**config.mk**
```make
export PLATFORM = sky130hd
export DESIGN_NAME = intermitentes_scheduler
export DESIGN_NICKNAME = d
export VERILOG_FILES = /design/src/rtl/intermitentes_scheduler.sv
export SDC_FILE = /design/constraint.sdc
export NUM_CORES = 1
export LEC_CHECK = 0
export ABC_AREA = 1
export CAP_MARGIN = 40
export CELL_PAD_IN_SITES_DETAIL_PLACEMENT = 1
export CELL_PAD_IN_SITES_GLOBAL_PLACEMENT = 1
export CORE_UTILIZATION = 50
export CTS_CLUSTER_SIZE = 8
export DETAILED_ROUTE_END_ITERATION = 10
export PLACE_DENSITY_LB_ADDON = 0.12
export SYNTH_ARGS = -nofsm -noshare
export SYNTH_HDL_FRONTEND = slang
export SYNTH_SLANG_ARGS = --single-unit
```
**constraint.sdc**
```tcl
create_clock -name clk -period 3.3 [get_ports clk]
set_input_delay 0.99 -clock clk [delete_from_list [all_inputs] [get_ports clk]]
set_output_delay 0.99 -clock clk [all_outputs]
set_load 0.1 [all_outputs]
```
**src/rtl/intermitentes_scheduler.sv**
```systemverilog
// Turn-signal lamp scheduler: arbitrates hazard, lever and comfort-blink requests and drives D/I.
// Optional comfort (lane-change) sequence compiled in with `define INTERMITENTES_COMFORT_EN.
module intermitentes_scheduler #(
  parameter int unsigned TICK_DIV       = 25_000_000,
  parameter int unsigned COMFORT_BLINKS = 3
) (
  input  logic       clk,
  input  logic       reset,
  input  logic       E,
  input  logic [1:0] ADI,
  output logic       clk1s,
  output logic       D,
  output logic       I,
  output logic [1:0] Status
);

  localparam int unsigned DIVW = (TICK_DIV > 1) ? $clog2(TICK_DIV) : 1;

  if (TICK_DIV < 2 || COMFORT_BLINKS < 1) begin : g_param_check
    $error("intermitentes_scheduler: TICK_DIV must be >= 2 and COMFORT_BLINKS >= 1");
  end

  typedef enum logic [1:0] {
    ST_IDLE   = 2'b00,
    ST_RIGHT  = 2'b01,
    ST_LEFT   = 2'b10,
    ST_HAZARD = 2'b11
  } state_t;

  logic            r_e_s1, r_e_s2;
  logic [1:0]      r_adi_s1, r_adi_s2;
  state_t          r_state, w_next;
  logic [DIVW-1:0] r_div, w_div_next;
  logic            r_lit, w_lit_next;
  logic            r_d, r_i, r_clk1s;
  logic [1:0]      r_status;
  logic            w_right, w_left, w_tc, w_chg, w_release;

  assign w_right = (r_adi_s2 == 2'b01);
  assign w_left  = (r_adi_s2 == 2'b10);
  assign w_tc    = (r_div == DIVW'(TICK_DIV - 1));

`ifdef INTERMITENTES_COMFORT_EN
  localparam int unsigned NPW = $clog2(COMFORT_BLINKS + 1);
  logic [NPW-1:0] r_npulse, w_npulse_next;
  logic           r_pending, w_pending_next;
  logic           w_comfort_done;

  // Pending exit happens on the falling phase edge that closes the final guaranteed pulse.
  assign w_comfort_done = (r_npulse == NPW'(COMFORT_BLINKS)) && r_lit && w_tc;
`endif

  always_comb begin
    w_next    = r_state;
    w_release = 1'b0;
    if (r_e_s2) begin
      w_next = ST_HAZARD;
    end else begin
      case (r_state)
        ST_RIGHT: if (w_left) w_next = ST_LEFT;
                  else if (!w_right) w_release = 1'b1;
        ST_LEFT:  if (w_right) w_next = ST_RIGHT;
                  else if (!w_left) w_release = 1'b1;
        default:  if (w_right) w_next = ST_RIGHT;
                  else if (w_left) w_next = ST_LEFT;
                  else w_next = ST_IDLE;
      endcase
    end
`ifdef INTERMITENTES_COMFORT_EN
    if (w_release) begin
      if (r_pending) begin
        if (w_comfort_done) w_next = ST_IDLE;
      end else if (r_npulse >= NPW'(COMFORT_BLINKS)) begin
        w_next = ST_IDLE;
      end
    end
`else
    if (w_release) w_next = ST_IDLE;
`endif
  end

  assign w_chg = (w_next != r_state);

  always_comb begin
    w_div_next = '0;
    w_lit_next = 1'b0;
    if (w_next == ST_IDLE) begin
      w_div_next = '0;
      w_lit_next = 1'b0;
    end else if (w_chg) begin
      w_div_next = '0;
      w_lit_next = 1'b1;
    end else if (w_tc) begin
      w_div_next = '0;
      w_lit_next = ~r_lit;
    end else begin
      w_div_next = r_div + DIVW'(1);
      w_lit_next = r_lit;
    end
  end

`ifdef INTERMITENTES_COMFORT_EN
  // Pending persists only while the lever stays released and the mode is held.
  assign w_pending_next = w_release && !w_chg;

  always_comb begin
    w_npulse_next = '0;
    if (w_next == ST_RIGHT || w_next == ST_LEFT) begin
      if (w_chg)
        w_npulse_next = NPW'(1);
      else if (w_lit_next && !r_lit && r_npulse < NPW'(COMFORT_BLINKS))
        w_npulse_next = r_npulse + NPW'(1);
      else
        w_npulse_next = r_npulse;
    end
  end

  always_ff @(posedge clk or negedge reset) begin
    if (!reset) begin
      r_npulse  <= '0;
      r_pending <= 1'b0;
    end else begin
      r_npulse  <= w_npulse_next;
      r_pending <= w_pending_next;
    end
  end
`endif

  always_ff @(posedge clk or negedge reset) begin
    if (!reset) begin
      r_e_s1   <= 1'b0;
      r_e_s2   <= 1'b0;
      r_adi_s1 <= '0;
      r_adi_s2 <= '0;
      r_state  <= ST_IDLE;
      r_div    <= '0;
      r_lit    <= 1'b0;
      r_d      <= 1'b0;
      r_i      <= 1'b0;
      r_clk1s  <= 1'b0;
      r_status <= '0;
    end else begin
      r_e_s1   <= E;
      r_e_s2   <= r_e_s1;
      r_adi_s1 <= ADI;
      r_adi_s2 <= r_adi_s1;
      r_state  <= w_next;
      r_div    <= w_div_next;
      r_lit    <= w_lit_next;
      r_d      <= w_lit_next && (w_next == ST_RIGHT || w_next == ST_HAZARD);
      r_i      <= w_lit_next && (w_next == ST_LEFT  || w_next == ST_HAZARD);
      r_clk1s  <= w_lit_next;
      r_status <= w_next;
    end
  end

  assign clk1s  = r_clk1s;
  assign D      = r_d;
  assign I      = r_i;
  assign Status = r_status;

endmodule

```
### Yosys cells after proc, flatten, opt, wreduce, memory -nomap -nowiden

Cells that the tools add are included.

* add/subtract/negate cells: 1
* equality and inequality tests: 9
* muxes and demuxes: 19
* bitwise gates (word level): 1
* reduce and logical (&&, ||, !) cells: 5

Operators with widths (number)
* $mux W25: 3
* $add A25 B1 Y25 const B: 1
* $eq A25 B25 Y1 const B: 1
* $mux W2: 6
* $eq A2 B2 Y1 const B: 4
* $mux W1: 8
* $eq A2 B1 Y1 const B: 3
* $pmux W2 S2: 1
* $logic_and A1 B1 Y1: 2
* $logic_not A2 Y1: 1
* $logic_or A1 B1 Y1: 2
* $ne A2 B2 Y1: 1
* $pmux W1 S2: 1
* $not A1 Y1: 1

* register bits after elaboration: 36
* bits of input ports: 5
* output and inout bits: 5
* word-level logic and storage cells: 44

### Depth between registers and ports, before layout

Gate-level depths: netlist (run 1).

* word-level depth: 10
* depth in mapped cells: 14
* depth with buffers taken out: 13

### Worst setup path after synthesis (run 1)

Ideal clock, no wire load.

* kind: register to register
* from: register, netlist name Status[0]
* to: register r_div[11]
* setup time: 0.068 ns
* arrival: 2.488 ns
* required time: 3.232 ns
* path slack: 0.744 ns
* cell stages (with the launch flop): 11
* buffers on the path: 1
* clock period less this slack: 2.556 ns
* cell sequence: dfrtp_1 > inv_1 > ha_1 > nor2_1 > o211ai_2 > nand3_1 > nand2_4 > nor2_8 > nand2_8 > buf_12 > nor2_4

RTL lines
* end signal: assignment: RTL line 148 `r_div <= w_div_next;`
* end: declaration: RTL line 33 `logic [DIVW-1:0] r_div, w_div_next;`

==> key figures, run 1 <==
Routing
  – Routed vias: 1664
  – First-pass iteration count of the detailed router: 4
  – Met1 Wirelength: 2320 um
  – Met3 wire len: 101 um
  – Antenna-violating nets left: 0
  – Vias/cell: 4.94
  – DRC viols: 0
  – Uppermost routed layer: met4
  – Iter 0 DRT Violations: 60
  – Met2 wire len: 2260 um
  – WL final: 4760 um
  – Avg WL per Cell: 14.1 um

Floorplanning
  – DIE AREA: 4860 um2
  – Core region area: 4380 um2
  – Initial core utilization: 0.523
  – Die Span X: 69.7 um
  – Die Ht: 69.7 um
  – Boundary pin count: 10
  – Rows: 24

Timing
  – Max Slew Vio Count: 0
  – Layout Skew: 0.00720 ns
  – Worst slew pin tran: 0.807 ns
  – Setup TNS: 0 ns
  – Setup violations, final: 0
  – Fin crit share: 0.644
  – Crit path time final: 2.13 ns
  – Hold_ws: 0.355 ns
  – FMAX: 470 MHz
  – Rel. slew slack: 0.462
  – RSZ-0062 raised after global routing: false
  – Final Hold Viols: 0

Clock tree
  – CTS Root Cell: clkbuf_8
  – Clock Tree Buf Depth: 2
  – # H-tree levels: 2
  – Setup bufs post-CTS: 0
  – Resized cells post-CTS: 0
  – Num Clock Sinks: 36
  – Clk_lat worst skew: 0.30 ns
  – CTS tree: built
  – Clk pin slew, worst setup/hold paths: 0.08 ns
  – Total CTS buffers: 5
  – CTS Hold Bufs: 0

Cells and area
  – Layout cells sized above 1: 0.218
  – Antenna Cells: 0
  – Area grow syn2layout: 8.07%
  – Commonest non-fill, non-tap cell in the layout: nand2_1
  – Final #Nets: 295
  – Final core occ: 0.565
  – Most frequent cells in the layout: 59 x nand2_1, 37 x inv_1, 37 x nor2_1

Power and ir drop
  – Leak Pwr: 1.07 nW
  – Reg power frac: 0.329
  – PD cells: 631 nW/um2
  – Total power: 1.56 mW
  – Comb pwr share: 0.467
  – Internal power: 0.788 mW
  – Sw Share: 0.496
  – Worst IR Drop VDD: 0.326 mV
  – Psw: 0.775 mW
  – Clock network fraction of total power: 0.204

Setup path
  – Most used cell, CP: nor2_1
  – Crit-path cells: inv_1 -> ha_1 -> nor2_1 -> o211ai_2 -> nand2_2 -> nand2_1 -> and2_4 -> nand2_8 -> nor2_1
  – Element type at the critical path start: flop
  – Critical Path RT: 3.47 ns
  – Worst Path Arrival: 2.30 ns
  – Worst R2R Setup Slack: 1.17 ns
  – Max stage delay on crit path: 0.42 ns
  – CP max FO: 24
  – Top delay family on crit path: simple AND/OR/NAND/NOR gates
  – Slowest-stage cell, CP: dfrtp_1
  – Kind of critical path: flop to flop
  – Critical Path Sink Type: flop
  – CP bufs+invs: 1

Synth
  – Number of synthesized register bits: 36
  – Seq/Total Area, Yosys: 0.393
  – Synthesized instance count: 270
  – Ys Warns: 0
  – Syn_nets: 281
  – Syn_area_per_cell: 8.49 um2
  – Post-Syn Area: 2290 um2
  – Count of different cell masters after synthesis: 26

GRT
  – Gr ovfl total: 0
  – First-pass GRT wire length: 8380 um
  – Largest net degree at the start of global routing: 37
  – GRT Overall Usage: 0.224
  – Initial antenna violation count: 0
  – Number of global-route vias before repair: 1784

Outcome
  – Status: finished clean

Flow run
  – Max-Cap Viols: 0

Placement
  – Buffers on Ports: 9
  – Post-DP HPWL: 3700 um
  – GPL Wtd Cong: 0.816

Worst hold path
  – Min-Delay Path Class: flop to flop
## cells by family (layout without fill, tap and decap cells)
family / after synthesis / after routing / share of synthesized area
and+or+nand+nor: 161 / 161 / 0.403
buffers and inverters: 41 / 56 / 0.0813
DFF: 36 / 36 / 0.393
xor gates and xnor gates: 18 / 18 / 0.0687
AOI/OAI and AO/OA: 8 / 8 / 0.0213
adders and majority gates: 6 / 6 / 0.0327
## synthesized netlist by cell type, drive strengths merged
cell / instances / area, um2
nand2: 72 / 332
nor2: 66 / 454
inv: 39 / 146
dfrtp: 36 / 901
xor2: 14 / 123
nand3: 9 / 45.0
ha: 6 / 75.1
nor3: 6 / 41.3
nand4: 5 / 31.3
a21oi: 4 / 20.0
xnor2: 4 / 35.0
and2: 2 / 15.0
buf: 2 / 40.0
o21ai: 2 / 10.0
o211ai: 1 / 12.5
o22ai: 1 / 6.26
or2: 1 / 6.26
## registers in the layout, summed over array words and instances (netlist names)
register / cells
r_div: 25
r_adi_s2: 2
clk1s: 1
r_e_s2: 1
Status: 2
I: 1
D: 1
r_adi_s1: 2
r_e_s1: 1
## layout make-up
type	instances	area, um2
clock buffers	5	68.8
clock inverters	3	18.8
fillers	539	1910
inverters	39	146
multi-input cells	193	1210
flip-flops and latches	36	901
well taps	52	65.1
repair buffers	9	72.6
## layer usage
metal  vias to the layer above  global-route usage
li1                        842                   -
met1                       796               0.312
met2                        18               0.355
met3                         8              0.0436
met4                         0              0.0689
met5                         -                   0
## power by group through the flow
stage,clock (mW),sequential (mW),combinational (mW)
floorplan,0,0.718,0.486
global placement,0,0.520,0.736
detailed placement,0,0.523,0.743
CTS,0.324,0.515,0.745
global route,0.337,0.520,0.795
finish,0.318,0.514,0.731
## stage by stage
step | area [um2] | cells | worst slack, ns
floorplan | 2290 | 270 | 0.744
global placement | 2390 | 329 | 1.29
CTS | 2480 | 337 | 1.14
global route | 2480 | 337 | 0.929
detailed placement | 2390 | 329 | 1.16
finish | 2480 | 337 | 1.17
## final timing paths
| check | end | from | cells past startpoint |
|---|---|---|---|
| max | r_div[1]$_DFF_PN0_ | Status[0]$_DFF_PN0_ | 9 |
| min | r_adi_s2[0]$_DFF_PN0_ | r_adi_s1[0]$_DFF_PN0_ | 0 |
| max reg2reg | r_div[1]$_DFF_PN0_ | Status[0]$_DFF_PN0_ | 9 |
| min reg2reg | r_adi_s2[0]$_DFF_PN0_ | r_adi_s1[0]$_DFF_PN0_ | 0 |
| max in group asynchronous | r_div[20]$_DFF_PN0_ | reset | 1 |
| min in group asynchronous | r_div[8]$_DFF_PN0_ | reset | 1 |
No activity file was read; power rests on OpenSTA's default activity.
==> run 2: changes to the inputs <==
--- a/config.mk
+++ b/config.mk
@@ -9,7 +9,7 @@
 export CAP_MARGIN = 40
 export CELL_PAD_IN_SITES_DETAIL_PLACEMENT = 1
 export CELL_PAD_IN_SITES_GLOBAL_PLACEMENT = 1
-export CORE_UTILIZATION = 50
+export CORE_UTILIZATION = 46
 export CTS_CLUSTER_SIZE = 8
 export DETAILED_ROUTE_END_ITERATION = 10
 export PLACE_DENSITY_LB_ADDON = 0.12
==> constraint.sdc (replaced) <==
create_clock -name clk -period 2 [get_ports clk]
set_input_delay 0.6 -clock clk [delete_from_list [all_inputs] [get_ports clk]]
set_output_delay 0.6 -clock clk [all_outputs]
set_load 0.1 [all_outputs]
==> run 2 against run 1 <==
Against the previous run:
- worst setup slack worse by 1.1 ns
- cell count is 8.0% higher
- total power is 120% higher
==> key figures, run 2 (synthesis results as in run 1) <==
Timing
  – Layout Skew: 0.00523 ns
  – Fin crit share: 0.984
  – Max Slew Vio Count: 0
  – Rel. slew slack: 0.710
  – Crit path time final: 1.97 ns
  – Setup TNS: 0 ns
  – Final Hold Viols: 0
  – FMAX: 508 MHz
  – Hold_ws: 0.247 ns
  – Setup violations, final: 0
  – Worst slew pin tran: 0.436 ns

Cells and area
  – Reg area: 908 um2
  – Most frequent cells in the layout: 57 x nand2_1, 36 x nor2_1, 35 x inv_1
  – Final std cells w/o fill: 364
  – Fillers: 567
  – Commonest non-fill, non-tap cell in the layout: nand2_1
  – Multi-input gate area: 1290 um2
  – Area grow syn2layout: 23.4%
  – Antenna Cells: 0
  – Max reg flops: 25
  – Final #Nets: 307
  – Most flops, register: r_div
  – Layout cells sized above 1: 0.286

Flow run
  – Max-Cap Viols: 0

Setup path
  – Element type at the critical path start: flop
  – Worst Path Arrival: 2.14 ns
  – Worst reg2reg path endpoint: r_div[8]$_DFF_PN0_
  – Critical Path Sink Type: flop
  – Reg2reg path depth: 12
  – Kind of critical path: flop to flop
  – CP max FO: 7
  – Critical R2R Launch: Status[0]$_DFF_PN0_
  – Critical Path RT: 2.17 ns
  – Worst R2R Setup Slack: 0.03 ns

Worst hold path
  – Min-Delay Path Class: primary input to asynchronous set/reset pin

GRT
  – First-pass GRT wire length: 8870 um
  – Number of global-route vias before repair: 1920
  – Largest net degree at the start of global routing: 21
  – GRT Overall Usage: 0.228
  – Gr ovfl total: 0
  – Initial antenna violation count: 0

Outcome
  – Status: finished clean

Clock tree
  – Clk_lat worst skew: 0.29 ns
  – CTS Hold Bufs: 0
  – CTS Root Cell: clkbuf_8
  – Clock Tree Buf Depth: 2
  – Clk pin slew, worst setup/hold paths: 0.07 ns
  – Total CTS buffers: 5
  – CTS tree: built
  – Num Clock Sinks: 36
  – # H-tree levels: 2

Power and ir drop
  – PD cells: 1190 nW/um2
  – Leak Pwr: 1.19 nW
  – Worst IR Drop VDD: 0.753 mV

Routing
  – WL final: 5630 um
  – Avg WL per Cell: 15.5 um
  – Vias/cell: 4.76
  – Routed vias: 1734
  – Iter 0 DRT Violations: 81
  – DRC viols: 0
  – First-pass iteration count of the detailed router: 4
  – Antenna-violating nets left: 0

Floorplanning
  – Die Span X: 72.6 um
  – Core region area: 4750 um2
  – Die Ht: 72.6 um
  – DIE AREA: 5270 um2
  – Rows: 25
  – Boundary pin count: 10
  – Initial core utilization: 0.482

Placement
  – Buffers on Ports: 9
  – DP Cell Count: 349
  – Post-DP HPWL: 4150 um
  – GPL Wtd Cong: 0.798
[run 2: per-stage QoR]
stage,instance area (um2),total power [mW],util,worst slack (ns)
2_1_floorplan,2310,2.03,-,0.00278
3_3_place_gp,2570,2.43,0.540,0.0901
3_5_place_dp,2570,2.47,0.540,-0.0236
4_1_cts,2670,3.04,0.562,0.0163
5_1_grt,2830,3.53,0.595,-0.0334
6_report,2830,3.38,0.595,0.0327
[run 2: how the worst max path moves through the flow]
stage	from	to	slack, ns	depth (start not counted)
2_1_floorplan	Status[1]$_DFF_PN0_	r_div[11]$_DFF_PN0_	0.003	10
3_3_place_gp	Status[0]$_DFF_PN0_	r_div[13]$_DFF_PN0_	0.09	12
3_5_place_dp	Status[0]$_DFF_PN0_	r_div[17]$_DFF_PN0_	-0.02	13
4_1_cts	Status[0]$_DFF_PN0_	r_div[15]$_DFF_PN0_	0.02	13
5_1_grt	Status[0]$_DFF_PN0_	r_div[8]$_DFF_PN0_	-0.03	12
6_report	Status[0]$_DFF_PN0_	r_div[8]$_DFF_PN0_	0.03	12
[run 2: cell type report]
class | instances | area share
multi-input cells | 193 | 0.455
flip-flops and latches | 36 | 0.321
repair buffers | 21 | 0.109
inverters | 39 | 0.0535
clock buffers | 8 | 0.0318
well taps | 67 | 0.0296
[run 2: layer usage]
metal | up-vias | global-route usage | wire length (um)
met5 | - | 0 | 0
li1 | 865 | - | -
met1 | 848 | 0.291 | 2520
met4 | 0 | 0.0741 | 80
met2 | 14 | 0.391 | 2930
met3 | 7 | 0.0442 | 97
[run 2: critical path, stage by stage (launching register included)]
cell and delay (ns):
dfrtp_4 0.51, inv_4 0.10, ha_4 0.22, inv_1 0.05, nand2_1 0.06, a21oi_2 0.15
nand2_2 0.10, nand2_4 0.10, nand2_2 0.06, and2_4 0.15, nand2_8 0.10, clkbuf_16 0.19
nor2_4 0.04
[run 2: report_power, final]
group          total (mW)  leakage, nW  internal [mW]  switching (mW)
logic                1.95        0.677          0.803            1.14
clock network       0.532       0.0455          0.281           0.251
registers           0.898        0.472          0.808          0.0899
[run 2: repair_timing]
action,in CTS,in global routing
pin swaps,0,5
setup buffers,0,5
setup endpoints to repair,19,27
gates cloned,0,2
gates resized for setup,4,16
==> run 3: changes to the inputs <==
--- a/config.mk
+++ b/config.mk
@@ -13,6 +13,7 @@
 export CTS_CLUSTER_SIZE = 8
 export DETAILED_ROUTE_END_ITERATION = 10
 export PLACE_DENSITY_LB_ADDON = 0.12
+export RECOVER_POWER = 25
 export SYNTH_ARGS = -nofsm -noshare
 export SYNTH_HDL_FRONTEND = slang
 export SYNTH_SLANG_ARGS = --single-unit
==> run 3 against run 2 <==
Against the previous run:
- critical path depth is the same
- core utilization is essentially flat
- final area is essentially flat
- cell count is the same
- non-clock buffer count is the same
- clock skew is the same
- die area is the same
- sequential cell count is the same
- total power is essentially flat
- worst hold slack gained 0.11 ns
- routed wire length is essentially flat
- first-iteration DRC count is the same
==> key figures, run 3 (synthesis results as in run 1) <==
Outcome
  – Status: finished clean

Placement
  – DP Cell Count: 349
  – Buffers on Ports: 9
  – GPL Wtd Cong: 0.798
  – Dpl ws: -0.0236 ns
  – Post-DP HPWL: 4150 um

Clock tree
  – Num Clock Sinks: 36
  – Clk pin slew, worst setup/hold paths: 0.07 ns
  – CTS Root Cell: clkbuf_8
  – Clock Tree Buf Depth: 2
  – Clk_lat worst skew: 0.29 ns
  – # H-tree levels: 2
  – CTS tree: built
  – Total CTS buffers: 5

Timing
  – Worst slew pin tran: 1.04 ns
  – Setup violations, final: 0
  – Crit path time final: 1.97 ns
  – Layout Skew: 0.00523 ns
  – Final WS setup: 0.0327 ns
  – Fin crit share: 0.984
  – Final Hold Viols: 0
  – Rel. slew slack: 0.306
  – Max Slew Vio Count: 0
  – FMAX: 508 MHz

Cells and area
  – Most flops, register: r_div
  – Area grow syn2layout: 23.3%
  – Final #Nets: 307
  – Final std cells w/o fill: 364
  – Fillers: 568
  – Layout cells sized above 1: 0.283
  – Antenna Cells: 0
  – Commonest non-fill, non-tap cell in the layout: nand2_1
  – Most frequent cells in the layout: 57 x nand2_1, 36 x nor2_1, 35 x inv_1
  – Max reg flops: 25

Setup path
  – CP max FO: 7
  – Critical Path RT: 2.17 ns
  – Worst Path Arrival: 2.14 ns
  – Worst R2R Setup Slack: 0.03 ns
  – Kind of critical path: flop to flop
  – Element type at the critical path start: flop
  – Critical Path Sink Type: flop

Power and ir drop
  – Leak Pwr: 1.19 nW
  – Worst IR Drop VDD: 0.753 mV
  – Total power: 3.38 mW
  – PD cells: 1190 nW/um2

Routing
  – WL final: 5630 um
  – Antenna-violating nets left: 0
  – Routed vias: 1734
  – Iter 0 DRT Violations: 81
  – Vias/cell: 4.76
  – DRC viols: 0
  – Avg WL per Cell: 15.5 um
  – First-pass iteration count of the detailed router: 4

GRT
  – Number of global-route vias before repair: 1920
  – Initial antenna violation count: 0
  – GRT Overall Usage: 0.228
  – Gr ovfl total: 0
  – Largest net degree at the start of global routing: 21
  – First-pass GRT wire length: 8870 um

Worst hold path
  – Min-Delay Path Class: flop to flop

Floorplanning
  – Core region area: 4750 um2
  – DIE AREA: 5270 um2
  – Die Ht: 72.6 um
  – Boundary pin count: 10
  – Rows: 25
  – Die Span X: 72.6 um
  – Initial core utilization: 0.482

Flow run
  – Max-Cap Viols: 0
==> run 3: changes by cell type in the layout (fill, tap and decap cells not counted), sizes merged <==
cell / change
buf: -1
clkbuf: +1
==> run 3: routing by layer <==
layer,global-route usage,up-vias,share of wire
met5,0,-,0
met4,0.0741,0,0.014
li1,-,865,-
met2,0.391,14,0.52
met3,0.0442,7,0.017
met1,0.291,848,0.45
==> run 3: worst max-delay path, stage by stage (launching register included) <==
cell	delay [ns]
dfrtp_4	0.51
inv_4	0.10
ha_4	0.22
inv_1	0.05
nand2_1	0.06
a21oi_2	0.15
nand2_2	0.10
nand2_4	0.10
nand2_2	0.06
and2_4	0.15
nand2_8	0.10
clkbuf_16	0.19
nor2_4	0.04
==> run 3: metrics by stage <==
step / hold WS (ns) / util / TNS (ns) / area, um2
floorplan: 0.304 / - / 0 / 2310
global placement: 0.332 / 0.540 / 0 / 2570
detailed placement: 0.340 / 0.540 / -0.101 / 2570
CTS: 0.258 / 0.562 / 0 / 2670
global route: 0.371 / 0.595 / -0.225 / 2830
finish: 0.355 / 0.595 / 0 / 2830
==> run 3: cell type report <==
| cell class | instances | area (um2) | area share |
|---|---|---|---|
| multi-input cells | 193 | 1290 | 0.455 |
| flip-flops and latches | 36 | 908 | 0.321 |
| clock buffers | 8 | 90.1 | 0.0318 |
| inverters | 39 | 151 | 0.0535 |
| well taps | 67 | 83.8 | 0.0296 |
| repair buffers | 21 | 308 | 0.109 |
==> run 3: what timing repair did <==
item,in CTS,in global routing
buffers inserted,0,5
gates resized for setup,4,16
hold buffers,0,0
cloned,0,2
endpoints found under the setup margin,19,27
pin swaps,0,5
==> run 3: final timing paths <==
check	cells past startpoint	endpoint	startpoint
min	0	r_adi_s2[0]$_DFF_PN0_	r_adi_s1[0]$_DFF_PN0_
min in group asynchronous	1	Status[0]$_DFF_PN0_	reset
max in group asynchronous	1	Status[1]$_DFF_PN0_	reset
max	12	r_div[8]$_DFF_PN0_	Status[0]$_DFF_PN0_
min reg2reg	0	r_adi_s2[0]$_DFF_PN0_	r_adi_s1[0]$_DFF_PN0_
max reg2reg	12	r_div[8]$_DFF_PN0_	Status[0]$_DFF_PN0_
==> run 3: where the power goes <==
part / switching, mW / internal (mW) / total [mW]
logic: 1.14 / 0.803 / 1.95
clock network: 0.251 / 0.281 / 0.532
registers: 0.0899 / 0.808 / 0.898
total: 1.48 / 1.89 / 3.38
